--- src/rtl/booth_pkg.sv ---
// Shared types and the {Q0, Q-1} decode for the radix-2 Booth multiplier controller.
package booth_pkg;

  typedef enum logic [1:0] {
    IDLE,
    CALC,
    DONE
  } booth_state_e;

  typedef enum logic [1:0] {
    BOOTH_NOP,
    BOOTH_ADD,
    BOOTH_SUB
  } booth_op_e;

  function automatic booth_op_e booth_decode(input logic [1:0] q_pair);
    booth_op_e op;
    case (q_pair)
      2'b01:   op = BOOTH_ADD;
      2'b10:   op = BOOTH_SUB;
      default: op = BOOTH_NOP;
    endcase
    return op;
  endfunction

endpackage

--- src/rtl/booth_controller_if.sv ---
// Request/result handshake between a multiply requester (master) and booth_controller (slave).
interface booth_controller_if;
  logic start_valid;
  logic start_ready;
  logic mcand_zero;
  logic mplier_zero;
  logic res_valid;
  logic res_zero;
  logic res_ready;

  modport master (
    output start_valid, mcand_zero, mplier_zero, res_ready,
    input  start_ready, res_valid, res_zero
  );

  modport slave (
    input  start_valid, mcand_zero, mplier_zero, res_ready,
    output start_ready, res_valid, res_zero
  );
endinterface

--- src/rtl/booth_iter_counter.sv ---
// Booth iteration counter: synchronous clear, enable, and combinational terminal flag at WIDTH-1.
module booth_iter_counter #(
  parameter int WIDTH = 16,
  parameter int CNT_W = (WIDTH > 1) ? $clog2(WIDTH) : 1
) (
  input  logic             clk,
  input  logic             clear_i,
  input  logic             en_i,
  output logic [CNT_W-1:0] count_o,
  output logic             term_o
);

  logic [CNT_W-1:0] count_q;
  logic [CNT_W-1:0] count_d;

  always_comb begin
    count_d = count_q;
    if (clear_i) begin
      count_d = '0;
    end else if (en_i) begin
      count_d = count_q + CNT_W'(1);
    end
  end

  always_ff @(posedge clk) begin
    count_q <= count_d;
  end

  assign count_o = count_q;
  assign term_o  = (count_q == CNT_W'(WIDTH - 1));

endmodule

--- src/rtl/booth_controller.sv ---
// Radix-2 Booth multiplier sequencer: IDLE -> CALC (WIDTH iterations) -> DONE.
// Optional macro BOOTH_ZERO_SKIP_EN: zero operand at request goes straight to DONE with res_zero.
module booth_controller
  import booth_pkg::*;
#(
  parameter int WIDTH = 16,
  parameter int CNT_W = (WIDTH > 1) ? $clog2(WIDTH) : 1
) (
  input  logic                clk,
  input  logic                reset,
  booth_controller_if.slave   req,
  input  logic [1:0]          q_pair_i,
  output logic                load_o,
  output logic                alu_en_o,
  output logic                alu_sub_o,
  output logic                shift_en_o,
  output logic [CNT_W-1:0]    count_o,
  output logic                busy_o
);

  booth_state_e state_q;
  logic         start_ready_q;
  logic         busy_q;
  logic         res_valid_q;
  logic         shift_en_q;
  logic         accept;
  logic         res_take;
  logic         in_calc;
  logic         term;
  logic         cnt_clear;
  logic         cnt_en;
  logic         skip;
  booth_op_e    op;

  // Reset wins over a same-cycle handshake so the datapath never sees a stray load.
  assign accept   = start_ready_q & req.start_valid & ~reset;
  assign res_take = res_valid_q & req.res_ready;
  assign in_calc  = (state_q == CALC);
  assign op       = booth_decode(q_pair_i);

`ifdef BOOTH_ZERO_SKIP_EN
  logic res_zero_q;
  assign skip         = req.mcand_zero | req.mplier_zero;
  assign req.res_zero = res_zero_q;
`else
  logic unused_zero_flags;
  assign unused_zero_flags = req.mcand_zero | req.mplier_zero;
  assign skip              = 1'b0;
  assign req.res_zero      = 1'b0;
`endif

  assign cnt_clear = reset | accept | ((state_q == DONE) & res_take);
  assign cnt_en    = in_calc & ~term;

  booth_iter_counter #(
    .WIDTH (WIDTH),
    .CNT_W (CNT_W)
  ) u_cnt (
    .clk     (clk),
    .clear_i (cnt_clear),
    .en_i    (cnt_en),
    .count_o (count_o),
    .term_o  (term)
  );

  always_ff @(posedge clk) begin
    if (reset) begin
      state_q       <= IDLE;
      start_ready_q <= 1'b1;
      busy_q        <= 1'b0;
      res_valid_q   <= 1'b0;
      shift_en_q    <= 1'b0;
`ifdef BOOTH_ZERO_SKIP_EN
      res_zero_q    <= 1'b0;
`endif
    end else begin
      case (state_q)
        IDLE: begin
          if (accept) begin
            start_ready_q <= 1'b0;
            busy_q        <= 1'b1;
            if (skip) begin
              state_q     <= DONE;
              res_valid_q <= 1'b1;
`ifdef BOOTH_ZERO_SKIP_EN
              res_zero_q  <= 1'b1;
`endif
            end else begin
              state_q    <= CALC;
              shift_en_q <= 1'b1;
            end
          end
        end
        CALC: begin
          if (term) begin
            state_q     <= DONE;
            shift_en_q  <= 1'b0;
            res_valid_q <= 1'b1;
          end
        end
        DONE: begin
          if (res_take) begin
            state_q       <= IDLE;
            start_ready_q <= 1'b1;
            busy_q        <= 1'b0;
            res_valid_q   <= 1'b0;
`ifdef BOOTH_ZERO_SKIP_EN
            res_zero_q    <= 1'b0;
`endif
          end
        end
        default: begin
          state_q       <= IDLE;
          start_ready_q <= 1'b1;
          busy_q        <= 1'b0;
          res_valid_q   <= 1'b0;
          shift_en_q    <= 1'b0;
        end
      endcase
    end
  end

  assign req.start_ready = start_ready_q;
  assign req.res_valid   = res_valid_q;
  assign busy_o          = busy_q;
  assign shift_en_o      = shift_en_q;
  assign load_o          = accept;
  assign alu_en_o        = in_calc & (op != BOOTH_NOP);
  assign alu_sub_o       = in_calc & (op == BOOTH_SUB);

endmodule

--- src/flat_wrapper.sv ---
// flat-port wrapper written by rule: the top's interface ports become plain ports
module booth_controller_flat import booth_pkg::*;
#(
  parameter int WIDTH = 16,
  parameter int CNT_W = (WIDTH > 1) ? $clog2(WIDTH) : 1
)
  (clk, reset, q_pair_i, load_o, alu_en_o, alu_sub_o, shift_en_o, count_o, busy_o, req_start_valid, req_mcand_zero, req_mplier_zero, req_res_ready, req_start_ready, req_res_valid, req_res_zero);
  booth_controller_if req_i ();
  input  logic clk;
  input  logic reset;
  input  logic [1:0] q_pair_i;
  output logic load_o;
  output logic alu_en_o;
  output logic alu_sub_o;
  output logic shift_en_o;
  output logic [CNT_W-1:0] count_o;
  output logic busy_o;
  input wire logic [$bits(req_i.start_valid)-1:0] req_start_valid;
  input wire logic [$bits(req_i.mcand_zero)-1:0] req_mcand_zero;
  input wire logic [$bits(req_i.mplier_zero)-1:0] req_mplier_zero;
  input wire logic [$bits(req_i.res_ready)-1:0] req_res_ready;
  output wire logic [$bits(req_i.start_ready)-1:0] req_start_ready;
  output wire logic [$bits(req_i.res_valid)-1:0] req_res_valid;
  output wire logic [$bits(req_i.res_zero)-1:0] req_res_zero;
  assign req_i.start_valid = req_start_valid;
  assign req_i.mcand_zero = req_mcand_zero;
  assign req_i.mplier_zero = req_mplier_zero;
  assign req_i.res_ready = req_res_ready;
  assign req_start_ready = req_i.start_ready;
  assign req_res_valid = req_i.res_valid;
  assign req_res_zero = req_i.res_zero;
  booth_controller #(.WIDTH(WIDTH), .CNT_W(CNT_W)) u_core (.clk(clk), .reset(reset), .req(req_i), .q_pair_i(q_pair_i), .load_o(load_o), .alu_en_o(alu_en_o), .alu_sub_o(alu_sub_o), .shift_en_o(shift_en_o), .count_o(count_o), .busy_o(busy_o));
endmodule
--- config.mk ---
export PLATFORM = sky130hd
export DESIGN_NAME = booth_controller_flat
export DESIGN_NICKNAME = d
export VERILOG_FILES = /design/src/rtl/booth_pkg.sv /design/src/rtl/booth_controller_if.sv /design/src/rtl/booth_iter_counter.sv /design/src/rtl/booth_controller.sv /design/src/flat_wrapper.sv
export SDC_FILE = /design/constraint.sdc
export NUM_CORES = 1
export LEC_CHECK = 0
export ABC_CLOCK_PERIOD_IN_PS = 2300
export BUFFER_PORTS_ARGS = -buffer_cell sky130_fd_sc_hd__buf_4
export CAP_MARGIN = 20
export CORE_AREA = 2 2 39 41
export CTS_CLUSTER_DIAMETER = 120
export DETAILED_ROUTE_END_ITERATION = 8
export DIE_AREA = 0 0 41 43
export HOLD_SLACK_MARGIN = 0.03
export PLACE_DENSITY_LB_ADDON = 0.05
export SLEW_MARGIN = 20
export SYNTH_ARGS = -nofsm -noshare
export SYNTH_HDL_FRONTEND = slang
export SYNTH_SLANG_ARGS = --single-unit
--- constraint.sdc ---
create_clock -name clk -period 2.3 [get_ports clk]
set_input_delay 0.23 -clock clk [delete_from_list [all_inputs] [get_ports clk]]
set_output_delay 0.23 -clock clk [all_outputs]
set_load 0.05 [all_outputs]
# Word level (Yosys, flattened, before mapping)
# Cells that the tools add are included.
# word_totals
regBits,10
in_bits,8
output_inout_bits,12
word_cells,51
# op_classes
add_sub_neg,1
eq_ne,9
mux,15
bitwise_logic,14
n_reduce_logical,6
# ops
cell,count
$pmux W1 S3,4
$reduce_and A3 Y1,4
$and A1 B1 Y1,7
$eq A2 B2 Y1 const B,3
$mux W1,6
$mux W2,3
$pmux W2 S3,1
$not A1 Y1,5
$add A4 B1 Y4 const B,1
$eq A2 B1 Y1 const B,2
$eq A4 B4 Y1 const B,1
$ne A2 B1 Y1 const B,2
$pmux W2 S2,1
$logic_not A2 Y1,1
$ne A2 B2 Y1 const B,1
$or A1 B1 Y1,2
$reduce_bool A2 Y1,1

# Depth between registers and ports, before layout
# depth
ltp_word,4
ltp_mapped,5
mapped_depth_nobuf,4

# Hierarchy
# From an unflattened synthesis, not the netlist that was laid out.
# unflattened
cells_unflattened,58
hier_area_um2,500.5
# modules_own_cells
module,n_inst,cells_per_inst,area_each_um2,seq_area_each_um2
booth_controller,1,41,315.3,120.1
booth_iter_counter,1,17,185.2,80.1

# Worst setup path before layout
# Ideal clock, no wire load.
# synth_path
path_kind,register to register
start,reg u_core.start_ready_q (netlist: u_core.req.start_ready)
end,reg u_core.state_q[0]
setup_ns,0.103
arrival_time_ns,1.622
required_ns,2.197
path_slack_ns,0.575
stages_incl_launch_ff,4
path_buffers,0
period_less_slack_ns,1.725
path_cell_list,dfxtp_1 and3b_1 nor2_1 a2111oi_2
# synth_between
elab_chain_len,4
# synth_rtl
item,line,rtl
start: declaration,booth_controller.sv:22,logic start_ready_q;
start signal: assignment,booth_controller.sv:69,start_ready_q <= 1'b1;
start signal: assignment,booth_controller.sv:80,start_ready_q <= 1'b0;
start signal: assignment,booth_controller.sv:104,start_ready_q <= 1'b1;
$and A1 B1 Y1 (2 in a row),booth_controller.sv:36,assign accept = start_ready_q & req.start_valid & ~reset;
named net load_o,flat_wrapper.sv:12,output logic load_o;
$ne A2 B1 Y1 (no source line),--,
$reduce_and A3 Y1 (no source line),--,
end signal: assignment,booth_controller.sv:68,state_q <= IDLE;
end signal: assignment,booth_controller.sv:83,state_q <= DONE;
end signal: assignment,booth_controller.sv:89,state_q <= CALC;
end: declaration,booth_controller.sv:21,booth_state_e state_q;
# The timed path passes the listed nets, and every way through them passes these cells.
# A chain may end at the register's enable or synchronous reset.

# Worst setup path after layout
# layout_path
start,reg u_core.state_q[0]
end,out alu_sub_o
# layout_between
elab_chain_len,2
# layout_rtl
item,line,rtl
$eq A2 B1 Y1,booth_controller.sv:38,assign in_calc = (state_q == CALC);
$and A1 B1 Y1,booth_controller.sv:129,assign alu_sub_o = in_calc & (op == BOOTH_SUB);
end: declaration,flat_wrapper.sv:14,output logic alu_sub_o;
# Every way passes these cells.

==> impl_metrics.yaml <==
critical_path:
  endpoint_kind: "output pin"
  worstPathMaxFanout: 12
  crit_required_ps: 2070
  crit_type: "register to output pin"
  cp-start-kind: "register"
  crit_arrival_ps: 1400
sta:
  finalCritPeriodShare_pct: 70.9
  drv_slew: 0
  finalSetupViolCount: 0
  fin_skew_ps: 3.28
  setup_tns_ps: 0
  timing.final.ws_setup_ps: 670
  fmax_mhz: 613
  fin_crit_ps: 1630
  grt_setup_unrepaired: "false"
  finalHoldViolCount: 0
final_layout:
  drive_above_1_share_pct: 29.5
  nNetsFinal: 89
  synthToLayoutAreaGrowth_pct: 27.4
  register_area_um2: 200
  multiInputGateArea_um2: 287
  antennaDiodeCount: 0
  final_cells: 94
  fillerInstances: 150
status:
  status: "finished, final reports clean"
placed_design:
  port_buffers: 16
  post-place-ws_ps: 920
  routabilityCongestion: 0.752
  hpwlAfterDp_um: 817
  placed_cells: 90
synthesis:
  synth_edf_count: 0
  async_reset_ff_share_pct: 0
  syn_nets: 72
  post-synth-top-count-cell: "dfxtp_1"
  synth-seq-cells: 10
  synth_area_leaders: "dfxtp_1, a21oi_1, ha_1"
  synth_area_um2: 538
  ys_seq_area_share_pct: 37.2
  synth_top_area_cell: "dfxtp_1"
  synth_area_per_cell_um2: 8.68
  yosys_warnings: 0
  syn_inst: 62
  synthFlopType: "dfxtp_1"
  ys_types: 27
  synth_top_cells_by_count: "dfxtp_1, a21oi_1, inv_1, o21ai_0"
  synth_top_area_share_pct: 37.2
pwr:
  p_per_area_mw_per_mm2: 636
  ir_drop_mv: 0.420
  p_leak_nw: 0.300
clocking:
  cts_resized: 0
  clk_pin_slew_worst_paths_ps: 80
  cts_sinks: 10
  h-tree-depth: 1
  tritoncts: "done"
  cts_made_buffers: 3
  post-cts-setup-buffers: 0
  clock-root-buffer: "clkbuf_4"
  clockBufferDepth: 2
  clk_latency_ps: 270
  ctsHoldBuffers: 0
die:
  boundaryPins: 20
  die_x_um: 41
  die_y_um: 43
  rows: 14
  core_area_mm2: 0.00138
  start_util_pct: 38.9
  dieArea_mm2: 0.00176
job:
  max-cap-violations: 0
drt:
  detail_route.wl_per_cell_um: 11.6
  remaining_drc_errors: 0
  first_pass_iters: 2
  ant_nets: 0
  viasPerCell: 5.14
  drtIter0Drc: 2
  via_count: 483
  wl_um: 1090
worst_hold_path:
  hp-class: "input pin to register"
global_routing:
  grt_pass1_vias: 443
  grt_max_degree: 13
  grt_use_total_pct: 16.6
  grt_overflow: 0
  grt_pass1_wl_um: 1880
  grt_antenna_before_repair: 0
[layer usage]
metal	track usage [%]	share of wire (%)	up-vias
li1	-	-	252
met1	18.8	46	212
met2	23.1	45	15
met3	7.85	6.1	4
met4	12.0	2.7	0
met5	0	0	-
[flip-flops by register name, summed over array words and instances, names as in the netlist]
signal,count
u_core.u_cnt.count_o,4
u_core.state_q,2
u_core.busy_o,1
u_core.req.res_valid,1
u_core.req.start_ready,1
u_core.shift_en_o,1
[cells in the final DEF (no fill, tap or decap)]
| cell | count |
|---|---|
| a2111oi_0 | 1 |
| a2111oi_2 | 1 |
| a211oi_1 | 1 |
| a21oi_1 | 6 |
| a32o_1 | 1 |
| and2_1 | 2 |
| and2b_1 | 1 |
| and3_1 | 1 |
| and3b_1 | 1 |
| buf_4 | 16 |
| clkbuf_4 | 3 |
| clkbuf_8 | 1 |
| conb_1 | 1 |
| dfxtp_1 | 10 |
| ha_1 | 2 |
| inv_1 | 6 |
| nand2_1 | 4 |
| nand2b_4 | 1 |
| nand3_1 | 1 |
| nand3b_1 | 1 |
| nor2_1 | 3 |
| o211a_1 | 1 |
| o211ai_1 | 1 |
| o21ai_0 | 5 |
| o311ai_2 | 1 |
| o31ai_1 | 2 |
| or3_1 | 4 |
[where the power goes]
part	leakage, nW	switching (W)	internal (W)	total (W)
Clock	0.0210	0.0000720	0.0000962	0.000168
Combinational	0.198	0.0000514	0.0000278	0.0000792
Sequential	0.0816	0.00000847	0.000180	0.000189
Total	0.300	0.000132	0.000304	0.000436
[stage by stage]
stage / total power, W / utilization (%) / cell area, um^2 / hold slack [ps]
global placement: 0.000272 / 46.9 / 649 / 447
CTS: 0.000442 / 49.5 / 686 / 150
global route: 0.000455 / 49.5 / 686 / 152
floorplan: 0.000248 / - / 538 / 299
finish: 0.000436 / 49.5 / 686 / 162
detailed placement: 0.000273 / 46.9 / 649 / 450
[worst paths after layout]
path              cells after the start                    start  slack (ps)              endpoint
setup reg to reg                      4  u_core.u_cnt.count_o[0]         910     u_core.shift_en_o
hold / removal                        2                    reset         160     u_core.state_q[1]
setup / recovery                      3        u_core.state_q[0]         670             alu_sub_o
hold reg to reg                       2     u_core.req.res_valid         500  u_core.req.res_valid
[area by class of cell]
| cell class | instances | area share, % |
|---|---|---|
| Timing Repair Buffer | 16 | 17.5 |
| Sequential cell | 10 | 29.2 |
| Inverter | 6 | 3.28 |
| Tap cell | 16 | 2.92 |
| Clock buffer | 4 | 5.29 |
| Multi-Input combinational cell | 42 | 41.8 |
[kinds of logic (layout without fill, tap and decap cells)]
group | count (synthesis) | count (layout) | share of synthesized area [%]
other | 1 | 1 | 0.697
DFF | 10 | 10 | 37.2
AOI/OAI and AO/OA | 20 | 20 | 27.0
and+or+nand+nor | 19 | 19 | 20.9
adders and majority gates | 2 | 2 | 4.65
buffers and inverters | 10 | 26 | 9.54
[worst max-delay path, cell delays in order (launching register included)]
cell and delay, ps:
dfxtp_1 590, and2b_1 230, and2_1 130, buf_4 190
Note: power is estimated with default switching activity, not from simulation.
